--- config.mk ---
export PLATFORM = sky130hd
export DESIGN_NAME = mux_rr_stream
export DESIGN_NICKNAME = d
export VERILOG_FILES = /design/src/rtl/mux_rr_stream.sv
export SDC_FILE = /design/constraint.sdc
export NUM_CORES = 1
export LEC_CHECK = 0
export CORE_MARGIN = 2
export CORE_UTILIZATION = 42
export DETAILED_ROUTE_END_ITERATION = 12
export PLACE_DENSITY = 0.81
export SLEW_MARGIN = 20
export SYNTH_ARGS = -nofsm -noshare
export SYNTH_HDL_FRONTEND = slang
export SYNTH_SLANG_ARGS = --single-unit
--- constraint.sdc ---
create_clock -name Clk -period 5.55 [get_ports Clk]
set_clock_uncertainty 0.15 [all_clocks]
set_input_delay 0.555 -clock Clk [delete_from_list [all_inputs] [get_ports Clk]]
set_output_delay 0.555 -clock Clk [all_outputs]
set_load 0.01 [all_outputs]
--- src/rtl/mux_rr_stream.sv ---
// N-to-1 stream mux (fixed select or round-robin) that holds a channel until its packet ends.
// Latency: 1 cycle from input transfer to registered output; sustains 1 beat per cycle.
// Backpressure: in_ready only to the granted channel, and only when the output register is empty or draining.
module mux_rr_stream #(
    parameter int N  = 4,
    parameter int W  = 8,
    parameter int SW = $clog2(N)
) (
    input  logic           Clk,
    input  logic           Reset_L,
    input  logic [N*W-1:0] in,
    input  logic [N-1:0]   in_valid,
    input  logic [N-1:0]   in_last,
    output logic [N-1:0]   in_ready,
    input  logic           mode,
    input  logic [SW-1:0]  sel,
    output logic [W-1:0]   out,
    output logic           out_last,
    output logic [SW-1:0]  out_sel,
    output logic           out_valid,
    input  logic           out_ready
);

    typedef enum logic {
        IDLE   = 1'b0,
        LOCKED = 1'b1
    } state_t;

    state_t        state_q, state_d;
    logic [SW-1:0] lock_ch_q, lock_ch_d;
    logic [SW-1:0] ptr_q, ptr_d;
    logic [W-1:0]  out_q, out_d;
    logic          out_last_q, out_last_d;
    logic [SW-1:0] out_sel_q, out_sel_d;
    logic          out_valid_q, out_valid_d;

    logic          grant_vld;
    logic [SW-1:0] grant_idx;
    logic [SW-1:0] scan_idx;
    int            rr_idx;

    logic [W-1:0]  grant_dat;
    logic          grant_in_vld;
    logic          grant_in_last;
    logic          can_load;
    logic          xfer;

    // Output register may take a new beat when empty or being drained this cycle.
    assign can_load = ~out_valid_q | out_ready;

    // Grant selection: lock channel wins; otherwise fixed select or round-robin scan from ptr.
    always_comb begin
        grant_vld = 1'b0;
        grant_idx = '0;
        rr_idx    = 0;
        scan_idx  = '0;
        if (state_q == LOCKED) begin
            grant_vld = 1'b1;
            grant_idx = lock_ch_q;
        end else if (!mode) begin
            // Out-of-range select grants nobody.
            if (int'(sel) < N) begin
                grant_vld = 1'b1;
                grant_idx = sel;
            end
        end else begin
            // Walk farthest-first so the closest valid channel to ptr is the one left standing.
            for (int k = N - 1; k >= 0; k--) begin
                rr_idx = int'(ptr_q) + k;
                if (rr_idx >= N) begin
                    rr_idx = rr_idx - N;
                end
                scan_idx = SW'(rr_idx);
                if (in_valid[scan_idx]) begin
                    grant_vld = 1'b1;
                    grant_idx = scan_idx;
                end
            end
        end
    end

    // Steer the granted channel's data/flags and raise its single ready bit.
    always_comb begin
        grant_dat     = '0;
        grant_in_vld  = 1'b0;
        grant_in_last = 1'b0;
        in_ready      = '0;
        for (int i = 0; i < N; i++) begin
            if (grant_idx == SW'(i)) begin
                grant_dat     = in[i*W +: W];
                grant_in_vld  = in_valid[i];
                grant_in_last = in_last[i];
                // Ready is forced low while reset is held.
                in_ready[i]   = Reset_L & can_load & grant_vld;
            end
        end
    end

    assign xfer = grant_vld & can_load & grant_in_vld;

    // Next-state for the output register, packet lock FSM and round-robin pointer.
    always_comb begin
        state_d     = state_q;
        lock_ch_d   = lock_ch_q;
        ptr_d       = ptr_q;
        out_d       = out_q;
        out_last_d  = out_last_q;
        out_sel_d   = out_sel_q;
        out_valid_d = out_valid_q;

        if (xfer) begin
            out_d       = grant_dat;
            out_last_d  = grant_in_last;
            out_sel_d   = grant_idx;
            out_valid_d = 1'b1;
        end else if (out_ready) begin
            // Drained with no replacement: payload fields keep their last values.
            out_valid_d = 1'b0;
        end

        case (state_q)
            IDLE: begin
                if (xfer && !grant_in_last) begin
                    state_d   = LOCKED;
                    lock_ch_d = grant_idx;
                end
            end
            LOCKED: begin
                if (xfer && grant_in_last) begin
                    state_d = IDLE;
                end
            end
            default: state_d = IDLE;
        endcase

        // Pointer advances only when a round-robin packet completes.
        if (xfer && grant_in_last && mode) begin
            ptr_d = (int'(grant_idx) == N - 1) ? '0 : grant_idx + 1'b1;
        end
    end

    // State registers; reset drops any held beat and lock immediately.
    always_ff @(posedge Clk or negedge Reset_L) begin
        if (!Reset_L) begin
            state_q     <= IDLE;
            lock_ch_q   <= '0;
            ptr_q       <= '0;
            out_q       <= '0;
            out_last_q  <= 1'b0;
            out_sel_q   <= '0;
            out_valid_q <= 1'b0;
        end else begin
            state_q     <= state_d;
            lock_ch_q   <= lock_ch_d;
            ptr_q       <= ptr_d;
            out_q       <= out_d;
            out_last_q  <= out_last_d;
            out_sel_q   <= out_sel_d;
            out_valid_q <= out_valid_d;
        end
    end

    assign out       = out_q;
    assign out_last  = out_last_q;
    assign out_sel   = out_sel_q;
    assign out_valid = out_valid_q;

endmodule

==> run_summary.xml <==
<?xml version="1.0" encoding="UTF-8"?>
<metrics>
  <group name="run_status">
    <metric name="outcome" unit="">complete, no violations</metric>
  </group>
  <group name="timing">
    <metric name="worst_hold_slack" unit="ns">0.3476</metric>
    <metric name="finalSetupViolCount" unit="">0</metric>
    <metric name="setup_repair_after_global_routing_missed_its_margin" unit="">false</metric>
    <metric name="slew_viol_final" unit="">0</metric>
    <metric name="setup-tns-final" unit="ns">0</metric>
    <metric name="post-route-min-period" unit="ns">4.228</metric>
    <metric name="clock.fmax" unit="MHz">236.5</metric>
    <metric name="slew_headroom" unit="%">42.69</metric>
    <metric name="finalCritPeriodShare" unit="%">76.17</metric>
    <metric name="finalWorstSetupSlack" unit="ns">1.322</metric>
    <metric name="transition_time_at_the_pin_with_the_least_slew_margin" unit="ns">0.8570</metric>
    <metric name="hold_viol_final" unit="">0</metric>
  </group>
  <group name="clocking">
    <metric name="clk_pin_slew" unit="ns">0.11</metric>
    <metric name="cts_buffer_depth" unit="">2</metric>
    <metric name="cts_inserted_buffers" unit="">3</metric>
    <metric name="worst_skew_pair.late_latency" unit="ns">0.30</metric>
    <metric name="cts.repair.resized" unit="">0</metric>
    <metric name="cts_tree" unit="">built</metric>
    <metric name="clockRootBuffer" unit="">clkbuf_4</metric>
    <metric name="hold_buffers" unit="">0</metric>
    <metric name="cts.repair_timing.setup_buffer_count" unit="">0</metric>
    <metric name="htree_levels" unit="">1</metric>
    <metric name="clkSinkCount" unit="">17</metric>
  </group>
  <group name="place">
    <metric name="place.port_buffers" unit="">61</metric>
    <metric name="dpl_wire_length" unit="microns">2600</metric>
    <metric name="place_congestion" unit="">0.8744</metric>
    <metric name="placed_area" unit="sq um">1782</metric>
    <metric name="dpl.cell_count" unit="">220</metric>
    <metric name="dpl_worst_slack" unit="ns">1.244</metric>
  </group>
  <group name="floorplan">
    <metric name="die_w" unit="microns">56.86</metric>
    <metric name="core_region_area" unit="sq um">2710</metric>
    <metric name="std_cell_rows" unit="">19</metric>
    <metric name="die_area" unit="sq um">3233</metric>
    <metric name="initial_core_util" unit="%">43.31</metric>
    <metric name="ioPinCount" unit="">62</metric>
    <metric name="chipHeight" unit="microns">56.86</metric>
  </group>
  <group name="worst_hold_path">
    <metric name="timing.hold.worst.class" unit="">reg -&gt; reg</metric>
  </group>
  <group name="global_route">
    <metric name="grt_usage" unit="%">21.51</metric>
    <metric name="grt_pass1_vias" unit="">1154</metric>
    <metric name="grt_first_pass_wirelength" unit="microns">5506</metric>
    <metric name="largest_net_degree_at_the_start_of_global_routing" unit="">25</metric>
    <metric name="grt.overflow.total" unit="">0</metric>
    <metric name="antenna_violations_before_repair" unit="">0</metric>
  </group>
  <group name="final_layout">
    <metric name="post-route-util" unit="%">66.85</metric>
    <metric name="final.fill_count" unit="">235</metric>
    <metric name="seq_area" unit="sq um">425.4</metric>
    <metric name="final_cell_count_no_fill" unit="">224</metric>
    <metric name="antenna-diode-count" unit="">0</metric>
    <metric name="layout.nets" unit="">244</metric>
    <metric name="drive_gt1_share" unit="%">6.736</metric>
    <metric name="area_growth_syn_to_layout" unit="%">54.37</metric>
    <metric name="finish.instance_area" unit="sq um">1812</metric>
    <metric name="area_taken_by_multi_input_logic_gates" unit="sq um">661.9</metric>
  </group>
  <group name="critical_path">
    <metric name="critPathMaxFanout" unit="">22</metric>
    <metric name="critical_path_class" unit="">in -&gt; out</metric>
    <metric name="crit_path_start_kind" unit="">input port</metric>
    <metric name="arrival" unit="ns">3.52</metric>
    <metric name="critical_path.n_buffers_inverters" unit="">3</metric>
    <metric name="crit_slowest_cell" unit="">ha_1</metric>
    <metric name="critical_path.cell_chain" unit="">clkdlybuf4s50_1 &gt; o21ai_0 &gt; o32ai_1 &gt; mux2i_1 &gt; inv_1 &gt; ha_1 &gt; and3_1 &gt; clkdlybuf4s50_1</metric>
    <metric name="slowest_delay" unit="ns">0.68</metric>
    <metric name="crit_path_frequent_cell" unit="">clkdlybuf4s50_1</metric>
    <metric name="endpoint_kind" unit="">primary output</metric>
    <metric name="cp_top_family" unit="">buffers and inverters</metric>
    <metric name="worst-endpoint-required" unit="ns">4.85</metric>
  </group>
  <group name="yosys">
    <metric name="post_synth.cell_area_avg" unit="sq um">8.630</metric>
    <metric name="synth_nets" unit="">186</metric>
    <metric name="dominantRegCellSynth" unit="">dfrtp_1</metric>
    <metric name="ys_seq_elements" unit="">17</metric>
    <metric name="yosys.cell_types.count" unit="">32</metric>
    <metric name="netlist_area" unit="sq um">1174</metric>
    <metric name="synth-edff-count" unit="">0</metric>
    <metric name="synth.yosys.warnings" unit="">0</metric>
    <metric name="syn_inst" unit="">136</metric>
    <metric name="yosysSeqAreaShare" unit="%">36.25</metric>
    <metric name="async_reset_ff_share" unit="%">100.0</metric>
  </group>
  <group name="drt">
    <metric name="vias" unit="">1194</metric>
    <metric name="drt-vias-per-instance" unit="">5.330</metric>
    <metric name="number_of_violations_reported_at_the_end_of_detailed_routing_iteration_0" unit="">45</metric>
    <metric name="drt-pass1-iter-count" unit="">4</metric>
    <metric name="detail_route.wirelength" unit="microns">3401</metric>
    <metric name="route.detailed.drc" unit="">0</metric>
    <metric name="detail_route.wl_per_cell" unit="microns">15.18</metric>
    <metric name="ant_nets" unit="">0</metric>
  </group>
  <group name="pwr">
    <metric name="power.density" unit="nW/um^2">555.8</metric>
    <metric name="cellLeakagePower" unit="nW">0.7422</metric>
    <metric name="total_power" unit="mW">1.007</metric>
    <metric name="irDropWorstVdd" unit="mV">0.4934</metric>
  </group>
  <group name="run">
    <metric name="max_cap_violations" unit="">0</metric>
  </group>
</metrics>
==> cell usage in the layout (no fill, tap or decap), types with 2 or more instances in the layout <==
master,n
nor2b_1,10
nand2b_1,2
ha_1,4
o21ai_0,4
mux2_1,2
mux2_2,3
nor2_1,11
inv_1,10
clkbuf_4,3
nand2_1,5
clkdlybuf4s50_1,61
dfrtp_1,17
nor3b_1,2
a22oi_1,2
mux2i_1,3
nor3_1,7
a221oi_1,7
and3_1,5
a21oi_1,22
==> metal layers <==
layer  share of wire, %  vias to the layer above  track usage, %
met3                3.4                        4           4.839
li1                   -                      598               -
met5                  0                        -               0
met2                 52                       27           37.38
met1                 44                      565           27.68
met4               0.79                        0           3.654
==> final timing paths <==
kind	from	to	slack [ns]	depth (start not counted)
min	lock_ch_q[1]	lock_ch_q[1]	0.35	1
max	mode	in_ready[3]	1.32	8
max in group asynchronous	Reset_L	out[4]	4.14	1
min reg2reg	lock_ch_q[1]	lock_ch_q[1]	0.35	1
min in group asynchronous	Reset_L	out[6]	0.58	1
max reg2reg	ptr_q[1]	lock_ch_q[0]	1.82	12
==> area by class of cell <==
cell class / count / area share (%)
clock buffer: 3 / 1.243
clock inverter: 1 / 0.4144
inverter: 10 / 2.072
multi-input combinational: 100 / 36.53
sequential: 17 / 23.48
tap: 31 / 2.141
timing repair buffer: 62 / 34.12
==> kinds of logic (layout without fill, tap and decap cells) <==
| logic type | Yosys count | count (layout) | synth area share, % |
|---|---|---|---|
| AO/OA/AOI/OAI | 42 | 42 | 23.03 |
| adder cells (fa/ha/maj) | 4 | 4 | 4.265 |
| AND/OR/NAND/NOR | 46 | 46 | 21.75 |
| flip-flops | 17 | 17 | 36.25 |
| multiplexers | 8 | 8 | 7.356 |
| buffers and inverters | 19 | 76 | 7.356 |
==> cells in the mapped netlist, types with 4 or more instances <==
master     n  share of area, %
nor2_1    11               3.5
a21oi_1   22               9.4
and3_1     5               2.7
clkbuf_1   4               1.3
nor3_1     7               3.0
o21ai_0    4               1.7
dfrtp_1   17                36
inv_1     10               3.2
nand2_1    5               1.6
a221oi_1   7               5.2
nor2b_1   10               5.3
ha_1       4               4.3
==> sequential cells by signal, indices dropped and copies added (netlist names), named ones only <==
signal,cells
out_sel,2
out,8
out_valid,1
out_last,1
ptr_q,2
lock_ch_q,2
==> power by group <==
group	leakage, nW	total (mW)	switching, mW	internal, mW
Clock	0.0139	0.0714	0.0440	0.0274
Combinational	0.530	0.699	0.358	0.341
Sequential	0.198	0.237	0.0441	0.193
Total	0.742	1.01	0.446	0.561
(Power assumes the default switching activity.)
